### src/rtl/uart_tx_pkg.sv
// Shared definitions for the memory-mapped UART transmitter: FSM states,
// register offsets and status/control bit positions.
package uart_tx_pkg;

    typedef enum logic [2:0] {
        S_IDLE,
        S_START,
        S_DATA,
        S_PARITY,
        S_STOP
    } utx_state_t;

    localparam logic [1:0] UTX_DATA = 2'b00;
    localparam logic [1:0] UTX_CTRL = 2'b10;

    localparam int BUSY = 0;
    localparam int FULL = 1;
    localparam int OVF  = 2;
    localparam int PAR  = 3;

    localparam int CTRL_OVF_CLR = 2;

endpackage

### src/rtl/utx_fifo.sv
// Single-clock byte FIFO with wrap-bit pointers; a push into a full FIFO is
// accepted only when a pop happens in the same cycle.
module utx_fifo #(
    parameter int DEPTH  = 8,
    parameter int DATA_W = 8
) (
    input  logic              clk,
    input  logic              rst,
    input  logic              push,
    input  logic              pop,
    input  logic [DATA_W-1:0] wdata,
    output logic [DATA_W-1:0] rdata,
    output logic              full,
    output logic              empty
);

    localparam int AW = $clog2(DEPTH);

    logic [DATA_W-1:0] mem [DEPTH];
    logic [AW:0]       wptr;
    logic [AW:0]       rptr;
    logic              push_ok;
    logic              pop_ok;

    assign empty   = (wptr == rptr);
    assign full    = (wptr[AW] != rptr[AW]) && (wptr[AW-1:0] == rptr[AW-1:0]);
    assign push_ok = push && (!full || pop);
    assign pop_ok  = pop && !empty;
    assign rdata   = mem[rptr[AW-1:0]];

    always_ff @(posedge clk) begin
        if (rst) begin
            wptr <= '0;
            rptr <= '0;
        end else begin
            if (push_ok) wptr <= wptr + 1'b1;
            if (pop_ok)  rptr <= rptr + 1'b1;
        end
    end

    // Storage is not reset; the pointers alone define what is valid.
    always_ff @(posedge clk) begin
        if (push_ok) mem[wptr[AW-1:0]] <= wdata;
    end

endmodule

### src/rtl/uart_tx_io.sv
// Memory-mapped 8N1 UART transmitter on the CPU I/O bus.
// Define UART_TX_PARITY_EN to insert an even-parity bit before the stop bit.
module uart_tx_io
    import uart_tx_pkg::*;
#(
    parameter int CLK_HZ     = 23_000_000,
    parameter int BAUD       = 115200,
    parameter int FIFO_DEPTH = 8
) (
    input  logic        utx_clk,
    input  logic        utxrst,
    input  logic        utxwrite,
    input  logic        utxread,
    input  logic        utxcs,
    input  logic [1:0]  utxaddr,
    input  logic [15:0] utxwdata,
    output logic [15:0] utxrdata,
    output logic        tx
);

    localparam int DIV   = CLK_HZ / BAUD;
    localparam int CNT_W = (DIV > 1) ? $clog2(DIV) : 1;
    localparam logic [CNT_W-1:0] CNT_MAX = CNT_W'(DIV - 1);
`ifdef UART_TX_PARITY_EN
    localparam logic PAR_EN = 1'b1;
`else
    localparam logic PAR_EN = 1'b0;
`endif

    utx_state_t       state;
    logic [CNT_W-1:0] cnt;
    logic [2:0]       bitidx;
    logic [7:0]       shift;
    logic             ovf;
    logic             full;
    logic             empty;
    logic             busy;
    logic             pop;
    logic             push_req;
    logic             ovf_clr;
    logic             bit_end;
    logic [7:0]       fifo_rdata;
    logic             wdata_unused;
`ifdef UART_TX_PARITY_EN
    logic             par_bit;
`endif

    assign wdata_unused = ^utxwdata[15:8];
    assign push_req = utxwrite && utxcs && (utxaddr == UTX_DATA);
    assign ovf_clr  = utxwrite && utxcs && (utxaddr == UTX_CTRL) && utxwdata[CTRL_OVF_CLR];
    assign bit_end  = (cnt == CNT_MAX);
    assign busy     = (state != S_IDLE) || !empty;
    // A new byte is taken from idle, or straight from the end of a stop bit.
    assign pop      = !empty && ((state == S_IDLE) || (state == S_STOP && bit_end));

    utx_fifo #(
        .DEPTH (FIFO_DEPTH),
        .DATA_W(8)
    ) u_fifo (
        .clk  (utx_clk),
        .rst  (utxrst),
        .push (push_req),
        .pop  (pop),
        .wdata(utxwdata[7:0]),
        .rdata(fifo_rdata),
        .full (full),
        .empty(empty)
    );

    always_ff @(posedge utx_clk) begin
        if (pop) begin
            shift <= fifo_rdata;
        end else if (state == S_DATA && bit_end) begin
            shift <= shift >> 1;
        end
    end

`ifdef UART_TX_PARITY_EN
    always_ff @(posedge utx_clk) begin
        if (pop) par_bit <= ^fifo_rdata;
    end
`endif

    always_ff @(posedge utx_clk) begin
        if (utxrst) begin
            state  <= S_IDLE;
            cnt    <= '0;
            bitidx <= '0;
            tx     <= 1'b1;
            ovf    <= 1'b0;
        end else begin
            if (push_req && full && !pop) begin
                ovf <= 1'b1;
            end else if (ovf_clr) begin
                ovf <= 1'b0;
            end

            case (state)
                S_IDLE: begin
                    if (!empty) begin
                        state <= S_START;
                        cnt   <= '0;
                        tx    <= 1'b0;
                    end
                end
                S_START: begin
                    if (bit_end) begin
                        state  <= S_DATA;
                        cnt    <= '0;
                        bitidx <= '0;
                        tx     <= shift[0];
                    end else begin
                        cnt <= cnt + 1'b1;
                    end
                end
                S_DATA: begin
                    if (bit_end) begin
                        cnt <= '0;
                        if (bitidx == 3'd7) begin
`ifdef UART_TX_PARITY_EN
                            state <= S_PARITY;
                            tx    <= par_bit;
`else
                            state <= S_STOP;
                            tx    <= 1'b1;
`endif
                        end else begin
                            bitidx <= bitidx + 3'd1;
                            tx     <= shift[1];
                        end
                    end else begin
                        cnt <= cnt + 1'b1;
                    end
                end
`ifdef UART_TX_PARITY_EN
                S_PARITY: begin
                    if (bit_end) begin
                        state <= S_STOP;
                        cnt   <= '0;
                        tx    <= 1'b1;
                    end else begin
                        cnt <= cnt + 1'b1;
                    end
                end
`endif
                S_STOP: begin
                    if (bit_end) begin
                        cnt <= '0;
                        if (!empty) begin
                            state <= S_START;
                            tx    <= 1'b0;
                        end else begin
                            state <= S_IDLE;
                        end
                    end else begin
                        cnt <= cnt + 1'b1;
                    end
                end
                default: begin
                    state <= S_IDLE;
                    cnt   <= '0;
                    tx    <= 1'b1;
                end
            endcase
        end
    end

    always_comb begin
        utxrdata = 16'h0000;
        if (utxread && utxcs) begin
            utxrdata[BUSY] = busy;
            utxrdata[FULL] = full;
            utxrdata[OVF]  = ovf;
            utxrdata[PAR]  = PAR_EN;
        end
    end

endmodule

### config.mk
export PLATFORM = sky130hd
export DESIGN_NAME = uart_tx_io
export DESIGN_NICKNAME = d
export VERILOG_FILES = /design/src/rtl/uart_tx_pkg.sv /design/src/rtl/utx_fifo.sv /design/src/rtl/uart_tx_io.sv
export SDC_FILE = /design/constraint.sdc
export NUM_CORES = 1
export LEC_CHECK = 0
export ABC_AREA = 1
export BUFFER_PORTS_ARGS = -buffer_cell sky130_fd_sc_hd__buf_2
export CAP_MARGIN = 30
export CORE_ASPECT_RATIO = 0.75
export CORE_MARGIN = 2
export CORE_UTILIZATION = 30
export CTS_BUF_LIST = sky130_fd_sc_hd__clkbuf_2
export DETAILED_ROUTE_END_ITERATION = 6
export PLACE_DENSITY = 0.47
export SYNTH_ARGS = -nofsm -noshare
export SYNTH_HDL_FRONTEND = slang
export SYNTH_SLANG_ARGS = --single-unit
export TNS_END_PERCENT = 5
### constraint.sdc
create_clock -name utx_clk -period 2.7 [get_ports utx_clk]
set_input_delay 0.405 -clock utx_clk [delete_from_list [all_inputs] [get_ports utx_clk]]
set_output_delay 0.405 -clock utx_clk [all_outputs]
set_load 0.005 [all_outputs]
==> out/metrics.cfg <==
[worst_setup_path]
crit_path_max_fanout = 9
crit_path_start_kind = register
cp_top_family = simple AND/OR/NAND/NOR gates
path_class = register to output port
crit_top_cell = nand2_4
crit_arrival_ns = 2.04
cp.buffers_inverters = 4
critPathSlowestCell = dfxtp_1
path_cells = inv_2 > nand2_2 > nand2_4 > nor2_4 > nand2_4 > nor2_8 > inv_4 > nand3_1 > inv_1 > buf_2
cpPeakStageDelay_ns = 0.54
required_ns = 2.30
crit_path_end_kind = output port

[synth]
synth_cells = 447
ys_types = 36
yosys-top-cells-area = edfxtp_1, dfxtp_1, o21ai_0
syn_area_sq_um = 4470
avgSynthCellArea_sq_um = 10.0
ys_async_sr_fraction_pct = 0
ys_seq_area_share_pct = 60.5
synth.ff_latch_count = 99
yosys_warnings = 0
synth_top_area_share_pct = 48.4
synth_edf_count = 72
postSynth.topFlopCell = edfxtp_1
synth_top_cell_by_area = edfxtp_1

[finish]
design_area_sq_um = 4940
final_cells = 682
fin_nets = 506
fillCellCount = 1496
drive_gt1_share_pct = 14.3
antenna_cells = 0
syn2layout_area_growth_pct = 10.4

[global_route]
grt_pass1_wl_mm = 15.5
antenna_found_initial = 0
grt_pass1_vias = 2872
grt_use_total_pct = 12.7
grt_start_max_net_pins = 33
gr-total-overflow = 0

[route]
first_pass_iters = 7
post_drt_wl_per_cell_um = 14.0
via_count = 3113
drt-initial-drc-count = 232
drc = 0
drt-total-wl_mm = 9.56
wl_met3_um = 354
topRoutingLayerUsed = met4
met1_length_mm = 4.89
final_antenna_net_count = 0
route.met2.wl_mm = 4.25
avgViaCountPerCell = 4.56

[floorplan]
core.rowCount = 38
chipWidth_um = 145
die_height_um = 110
io_pins = 40
core-area_sq_um = 14500
dieArea_sq_um = 15900
start_util_pct = 30.8

[clock_network]
htreeDepth = 3
cts_resized = 0
cts_buffer_depth = 2
cts_tree = built
cts-buffers-inserted = 9
clock_sinks = 99
root_buffer = clkbuf_2
worstSkewPairLatency_ns = 0.58
clkSlewWorstSetupHoldPaths_ns = 0.30

[timing]
max_freq_mhz = 409
tns_ns = 0
tightest_slew_ns = 0.583
rsz0062_at_grt = no
drv_slew = 0
hold_viol_final = 0
layout_min_cycle_time_ns = 2.45
worst_slack_ns = 0.254
slew-limit-headroom_pct = 60.9
finalCritPeriodShare_pct = 90.6
setup_viol_count_final = 0
clock_skew_ns = 0.0383

[power_and_ir_drop]
p_leak_nw = 1.81
ir_drop_uv = 276
power_density_nw_per_um2 = 833

[placement]
place_area_sq_um = 4800
gp_congestion = 0.761
dp_hpwl_mm = 6.31
dp.cells = 664
post-place-ws_ns = 0.458
port_buffers = 18

[run_status]
status = finished, final reports clean

[job]
max-cap-violations = 0

[hold_path]
hold_class = primary input to register

[placed cells by master, fill, tap and decap left out, types with 2 or more instances in the layout]
cell / synthesis / layout
inv_1: 30 / 30
nand2_4: 7 / 7
buf_4: 14 / 11
inv_6: 0 / 2
nor3_2: 3 / 3
nor3_1: 6 / 6
inv_2: 2 / 2
nor2_1: 69 / 69
o32ai_1: 2 / 2
dlygate4sd3_1: 0 / 2
buf_2: 1 / 19
nand2_2: 3 / 3
conb_1: 1 / 13
clkbuf_2: 0 / 9
clkinv_4: 0 / 3
inv_8: 0 / 2
nand2_1: 62 / 62
o21ai_0: 55 / 55
a21oi_1: 27 / 27
xor2_1: 3 / 3
nand4_1: 5 / 5
a21o_1: 7 / 7
edfxtp_1: 72 / 72
nor2_4: 2 / 2
nand3_1: 21 / 21
dfxtp_1: 27 / 27
ha_1: 6 / 6
[sequential cells by signal, indices dropped and copies added (netlist names), named ones only]
| register | count |
|---|---|
| bitidx | 3 |
| cnt | 8 |
| ovf | 1 |
| shift | 8 |
| state | 3 |
| tx | 1 |
| u_fifo.mem | 64 |
| u_fifo.rptr | 4 |
| u_fifo.wptr | 4 |
[worst paths after layout]
kind	from	to	slack, ns	cells after the start
setup / recovery	u_fifo.wptr[2]	utxrdata[0]	0.25	10
hold / removal	utxwdata[7]	u_fifo.mem[0][7]	0.08	1
setup reg to reg	cnt[0]	u_fifo.mem[6][7]	0.42	11
hold reg to reg	bitidx[1]	bitidx[1]	0.49	2
[layout make-up]
cell class | instances | area (sq um) | area share (%)
clock buffers | 9 | 45.0 | 0.913
clock inverters | 7 | 66.3 | 1.34
inverters | 34 | 130 | 2.64
multi-input cells | 300 | 1520 | 30.9
flip-flops and latches | 99 | 2700 | 54.8
well taps | 200 | 250 | 5.07
repair buffers | 33 | 218 | 4.41
[layer usage]
layer / track usage (%) / vias to the layer above
met5: 0 / -
met4: 3.32 / 0
li1: - / 1561
met3: 3.40 / 4
met1: 17.6 / 1494
met2: 19.6 / 54
[cell usage after synthesis, types with 3 or more instances]
master	instances
nand2_2	3
dfxtp_1	27
nand4_1	5
inv_1	30
a21oi_1	27
nor2_1	69
o21ai_0	55
a21o_1	7
nor3_1	6
nor3_2	3
edfxtp_1	72
buf_4	14
nand3_1	21
xor2_1	3
nand2_4	7
clkbuf_1	9
nand2_1	62
ha_1	6
[where the power goes]
part	total [mW]	internal (mW)	switching [mW]	leakage, nW
logic	1.51	0.500	1.01	0.873
registers	1.90	1.81	0.0874	0.870
clock network	0.699	0.150	0.549	0.0709
total	4.11	2.46	1.65	1.81
[through the flow]
step / hold slack [ns] / util (%) / power (mW)
2_1_floorplan: 0.435 / - / 3.09
3_3_place_gp: 0.458 / 33.1 / 3.44
3_5_place_dp: 0.462 / 33.1 / 3.47
4_1_cts: 0.00547 / 33.9 / 4.18
5_1_grt: 0.00493 / 34.0 / 4.46
6_report: 0.0805 / 34.0 / 4.11
[kinds of logic after synthesis]
kind of cell    after synthesis  synth area share, %
fa+ha+maj                     6                 1.68
flops                        99                 60.5
other cells                   1               0.0839
buf+inv                      60                 6.46
simple gates                181                 18.9
xor+xnor                      4                0.784
compound gates               96                 11.6
[repair_timing]
action	4_1_cts	5_1_grt
hold buffers	0	2
hold endpoints to repair	0	13
buffers inserted	0	0
(Power assumes the default switching activity.)
